[src/rtl/nibble_serial_add_ctrl.sv]
// nibble_serial_add_ctrl
//
// Sequences a W-bit add or subtract (W = 4*NIBBLES) through one shared
// external 4-bit adder slice, one nibble per clock, LSB nibble first. The
// carry is chained between cycles through a register. The block assembles
// the wide result and reports the final carry and the signed overflow.
//
// Handshake: start is a single-cycle request. It is accepted only in IDLE.
// There is no ready; a start seen in RUN or DONE is dropped. done pulses
// for exactly one cycle when result/cout/ovf are valid. result then holds
// until the next accepted start.
//
// Ports
//   clk, rst         clock (rising edge), asynchronous active-high reset
//   start            request pulse, sampled in IDLE only
//   sub              0: op_a + op_b + cin, 1: op_a - op_b
//   op_a, op_b, cin  operands, latched together with start
//   busy             high while nibbles are being processed (RUN)
//   done             one-cycle result-valid pulse (DONE)
//   result           assembled W-bit sum, modulo 2^W
//   cout             final carry out (for subtract: 1 = no borrow)
//   ovf              signed two's-complement overflow
//   add_a, add_b     nibble operands to the shared adder (0 outside RUN)
//   add_cin          carry into the shared adder (0 outside RUN)
//   add_sum,add_cout combinational adder outputs for the current nibble
module nibble_serial_add_ctrl #(
    parameter int NIBBLES = 4,
    localparam int W = 4 * NIBBLES
) (
    input  logic         clk,
    input  logic         rst,
    input  logic         start,
    input  logic         sub,
    input  logic [W-1:0] op_a,
    input  logic [W-1:0] op_b,
    input  logic         cin,
    output logic         busy,
    output logic         done,
    output logic [W-1:0] result,
    output logic         cout,
    output logic         ovf,
    output logic [3:0]   add_a,
    output logic [3:0]   add_b,
    output logic         add_cin,
    input  logic [3:0]   add_sum,
    input  logic         add_cout
);

    localparam int IW = (NIBBLES > 1) ? $clog2(NIBBLES) : 1;
    localparam logic [IW-1:0] LAST = IW'(NIBBLES - 1);

    typedef enum logic [1:0] {
        IDLE = 2'd0,
        RUN  = 2'd1,
        DONE = 2'd2
    } state_t;

    state_t        state;
    state_t        state_next;
    logic [W-1:0]  a_reg;
    logic [W-1:0]  b_reg;
    logic          carry;
    logic [IW-1:0] idx;
    logic [3:0]    a_nib;
    logic [3:0]    b_nib;

    // Nibble select as an explicit mux so the index never leaves the
    // operand range, whatever NIBBLES is.
    always_comb begin
        a_nib = 4'h0;
        b_nib = 4'h0;
        for (int i = 0; i < NIBBLES; i++) begin
            if (idx == IW'(i)) begin
                a_nib = a_reg[4*i +: 4];
                b_nib = b_reg[4*i +: 4];
            end
        end
    end

    always_comb begin
        state_next = state;
        busy       = 1'b0;
        done       = 1'b0;
        add_a      = 4'h0;
        add_b      = 4'h0;
        add_cin    = 1'b0;
        case (state)
            IDLE: begin
                if (start) state_next = RUN;
            end
            RUN: begin
                busy    = 1'b1;
                add_a   = a_nib;
                add_b   = b_nib;
                add_cin = carry;
                if (idx == LAST) state_next = DONE;
            end
            DONE: begin
                done       = 1'b1;
                state_next = IDLE;
            end
            default: state_next = IDLE;
        endcase
    end

    always_ff @(posedge clk or posedge rst) begin
        if (rst) begin
            state  <= IDLE;
            a_reg  <= '0;
            b_reg  <= '0;
            carry  <= 1'b0;
            idx    <= '0;
            result <= '0;
            cout   <= 1'b0;
            ovf    <= 1'b0;
        end else begin
            state <= state_next;
            case (state)
                IDLE: begin
                    if (start) begin
                        a_reg  <= op_a;
                        // Subtract is A + ~B + 1 through the same adder.
                        b_reg  <= sub ? ~op_b : op_b;
                        carry  <= sub ? 1'b1 : cin;
                        idx    <= '0;
                        result <= '0;
                    end
                end
                RUN: begin
                    for (int i = 0; i < NIBBLES; i++) begin
                        if (idx == IW'(i)) result[4*i +: 4] <= add_sum;
                    end
                    carry <= add_cout;
                    if (idx == LAST) begin
                        idx  <= '0;
                        cout <= add_cout;
                        // Overflow: like-signed operands, result sign differs.
                        ovf  <= (a_reg[W-1] == b_reg[W-1]) &&
                                (add_sum[3] != a_reg[W-1]);
                    end else begin
                        idx <= idx + 1'b1;
                    end
                end
                default: ;
            endcase
        end
    end

endmodule

[config.mk]
export PLATFORM = sky130hd
export DESIGN_NAME = nibble_serial_add_ctrl
export DESIGN_NICKNAME = d
export VERILOG_FILES = /design/src/rtl/nibble_serial_add_ctrl.sv
export SDC_FILE = /design/constraint.sdc
export NUM_CORES = 1
export LEC_CHECK = 0
export CORE_ASPECT_RATIO = 1.5
export CORE_MARGIN = 2
export CORE_UTILIZATION = 52
export DETAILED_ROUTE_END_ITERATION = 8
export PLACE_DENSITY = 0.85
export SYNTH_ARGS = -nofsm -noshare
export SYNTH_HDL_FRONTEND = slang
export SYNTH_SLANG_ARGS = --single-unit
[constraint.sdc]
create_clock -name clk -period 4.75 [get_ports clk]
set_input_delay 0.475 -clock clk [delete_from_list [all_inputs] [get_ports clk]]
set_output_delay 0.475 -clock clk [all_outputs]
set_load 0.02 [all_outputs]
==> metrics.md <==
| Metric | Value |
|---|---|
| Non-Filler Instances | around 360 |
| Post-Layout Inst Area | between 3000 and 4000 um2 |
| Fin Setup TNS | 0 ps |
| Starting DRT DRC Count | between 100 and 150 |
| Critical path arrival | between 2000 and 3000 ps |
| CTS H-Tree Depth | 2 |
| Setup crit end kind | output pin |
| CTS tree | yes |
| Detailed-route via count | ~2100 |
| Dominant cells by area after synthesis | dfrtp_1, mux2_2, a22o_1 |
| Die width | a little over 60 um |
| Top-area cell type share of the netlist area | approximately 53% |
| Number of global-route vias before repair | about 2100 |
| Yosys cell types | 29 |
| Hpwl dp | roughly 4400 um |
| Avg Vias per Cell | 5.79 |
| Fillers | between 300 and 400 |
| Cell area after synthesis | around 2600 um2 |
| Diodes inserted | 0 |
| Post-CTS resize count | 0 |
| Synth area leader | dfrtp_1 |
| Area delta synth->final | 30.3% |
| Max-slew violation count | 0 |
| Ys Warns | 0 |
| Worst-Skew Late Latency | 300 ps |
| GRT Util Overall | between 20% and 30% |
| Chip height | approximately 91 um |
| Initial antenna violation count | 0 |
| Critical Path RT | 4280 ps |
| Worst r2r dst | b_reg[1] |
| Final setup violation count | 0 |
| Cts hold-fix bufs | 0 |
| Global-route wire length before repair | 9870 um |
| Hold Crit Start | result[9] |
| Status | completed |
| Dpl cells | about 350 |
| Share of cells above drive strength 1 | 8.90% |
| Core Region | 4850 um2 |
| Post-route minimum period | 3350 ps |
| Mapped Nets | between 200 and 300 |
| Rel. slew slack | 27.6% |
| RD Place Congestion | between 0.8 and 0.9 |
| Sequential fraction of the synthesis area | ~53% |
| Max capacitance violation total | 0 |
| Worst Path Max Fanout | 22 |
| PD cells | 660 nW/um2 |
| Hold depth | 1 |
| Leak | between 1 and 1.5 nW |
| Post-route DRC | 0 |
| Post-CTS Setup Bufs | 0 |
| Number of synthesized flops with an enable pin | 0 |
| RSZ-0062 raised after global routing | no |
| Largest net degree at the start of global routing | 56 |
| Root Driver | clkbuf_8 |
| Longest Clk Path Bufs | 2 |
| Drt wl/cell | 16.7 um |
| Number of synthesized register bits | between 50 and 60 |
| Top Ports | 71 |
| Count of input and output buffers | 70 |
| Max frequency | about 300 MHz |
| Reg2reg setup slack | roughly 2600 ps |
| Hold Fails Final Rpt | 0 |
| CTS Sinks | 55 |
| Multi-input gate area | between 1000 and 1500 um2 |
| Syn_area_per_cell | 11.3 um2 |
| R2r startpoint | state[0] |
| CP Class | flip-flop to output pin |
| Pre-CTS setup slack | ~1800 ps |
| Clock transition at path regs | approximately 90 ps |
| Clk_skew | about 11 ps |
| Max VDD drop | about 0.42 mV |
| R2r worst-path depth | 4 |
| Placed cell areas | 3320 um2 |
| Starting Density | 53.8% |
| Die area | around 5600 um2 |
| Gr ovfl total | 0 |
| 1st-pass router iterations | 4 |
| Commonest cells in the netlist | dfrtp_1, a22o_1, a21oi_1, nor2_1, mux2_2 |
| Mapped Cells | between 200 and 250 |
| ANT nets after route | 0 |
| Nets | 340 |
| Worst hold path class | flip-flop to flip-flop |
| Fin crit share | between 70% and 80% |
| Nature of the critical path startpoint | flip-flop |
| Row cnt | 31 |
| Ys flop type | dfrtp_1 |
| Routed WL | roughly 6000 um |
| Total CTS buffers | 5 |
| Register area | 1380 um2 |
| Hold Path End | result[9] |
| Fin Hold WS | ~500 ps |
| Worst-margin pin slew | 1080 ps |
| PnR worst setup slack | approximately 1400 ps |
| Ys async rst share | 100% |
| Top-count cell post-synth | dfrtp_1 |
cells in the final DEF, fill, tap and decap left out:
| cell | instances |
|---|---|
| a21o_1 | 1 |
| a21oi_1 | 20 |
| a221oi_1 | 7 |
| a22o_1 | 21 |
| a31oi_1 | 1 |
| a32o_1 | 4 |
| and2_1 | 1 |
| and3b_1 | 2 |
| buf_4 | 1 |
| clkbuf_8 | 5 |
| clkdlybuf4s50_1 | 70 |
| clkinvlp_4 | 1 |
| dfrtp_1 | 55 |
| ha_1 | 5 |
| inv_1 | 8 |
| inv_2 | 1 |
| mux2_2 | 17 |
| nand2_1 | 3 |
| nand2b_1 | 1 |
| nand3_1 | 6 |
| nor2_1 | 20 |
| nor2b_1 | 3 |
| nor3b_4 | 1 |
| o21ai_0 | 9 |
| o21bai_1 | 2 |
| o22ai_1 | 1 |
| o31ai_1 | 7 |
| o32ai_1 | 2 |
| or4b_1 | 1 |
| xnor2_1 | 16 |
worst max-delay path, stage by stage (launching register included):
cell and delay [ps]:
dfrtp_1 640, nand2b_1 250, inv_1 520, o21ai_0 180
o31ai_1 310, clkdlybuf4s50_1 670
report_power, final:
group	internal, mW	switching (mW)	total, mW	leakage, nW
Clock	0.0982	0.140	0.238	0.0361
Combinational	0.563	0.604	1.17	0.687
Sequential	0.681	0.156	0.838	0.658
Total	1.34	0.900	2.24	1.38
area by class of cell:
type                    count  share of cell area (%)
flip-flops and latches     55                    40.5
multi-input cells         151                    33.0
repair buffers             71                    20.8
well taps                  66                    2.43
clock buffers               5                    2.02
inverters                   9                   0.993
clock inverters             1                   0.221
worst max-delay path by stage:
stage	start	endpoint	slack (ps)	depth (start not counted)
after global routing	state[0]	add_a[3]	1130	5
after floorplan	idx[0]	add_b[3]	2580	5
final	state[0]	add_b[1]	1400	5
after detailed placement	state[0]	add_a[3]	1790	5
after global placement	idx[1]	add_a[3]	1790	6
after CTS	state[0]	add_a[3]	1440	5
metal layers:
layer / GRT usage [%] / routed length [um] / up-vias
met5: 0 / 0 / -
met4: 10.5 / 187 / 0
met3: 4.01 / 258 / 13
met2: 38.9 / 3260 / 75
met1: 28.5 / 2280 / 1024
li1: - / - / 961
kinds of logic (layout without fill, tap and decap cells):
family,count (synthesis),in the layout,synth area share [%]
AOI/OAI and AO/OA,75,75,20.5
DFF,55,55,52.7
and+or+nand+nor,38,38,7.19
buffers and inverters,25,86,4.46
muxes,17,17,7.33
xor gates and xnor gates,16,16,5.37
adders and majority gates,5,5,2.40
metrics by stage:
stage / utilization (%) / total power, mW
floorplan: - / 1.57
global placement: 68.6 / 1.96
detailed placement: 68.6 / 2.01
CTS: 70.1 / 2.25
global route: 70.1 / 2.41
finish: 70.1 / 2.24
(Power assumes the default switching activity.)
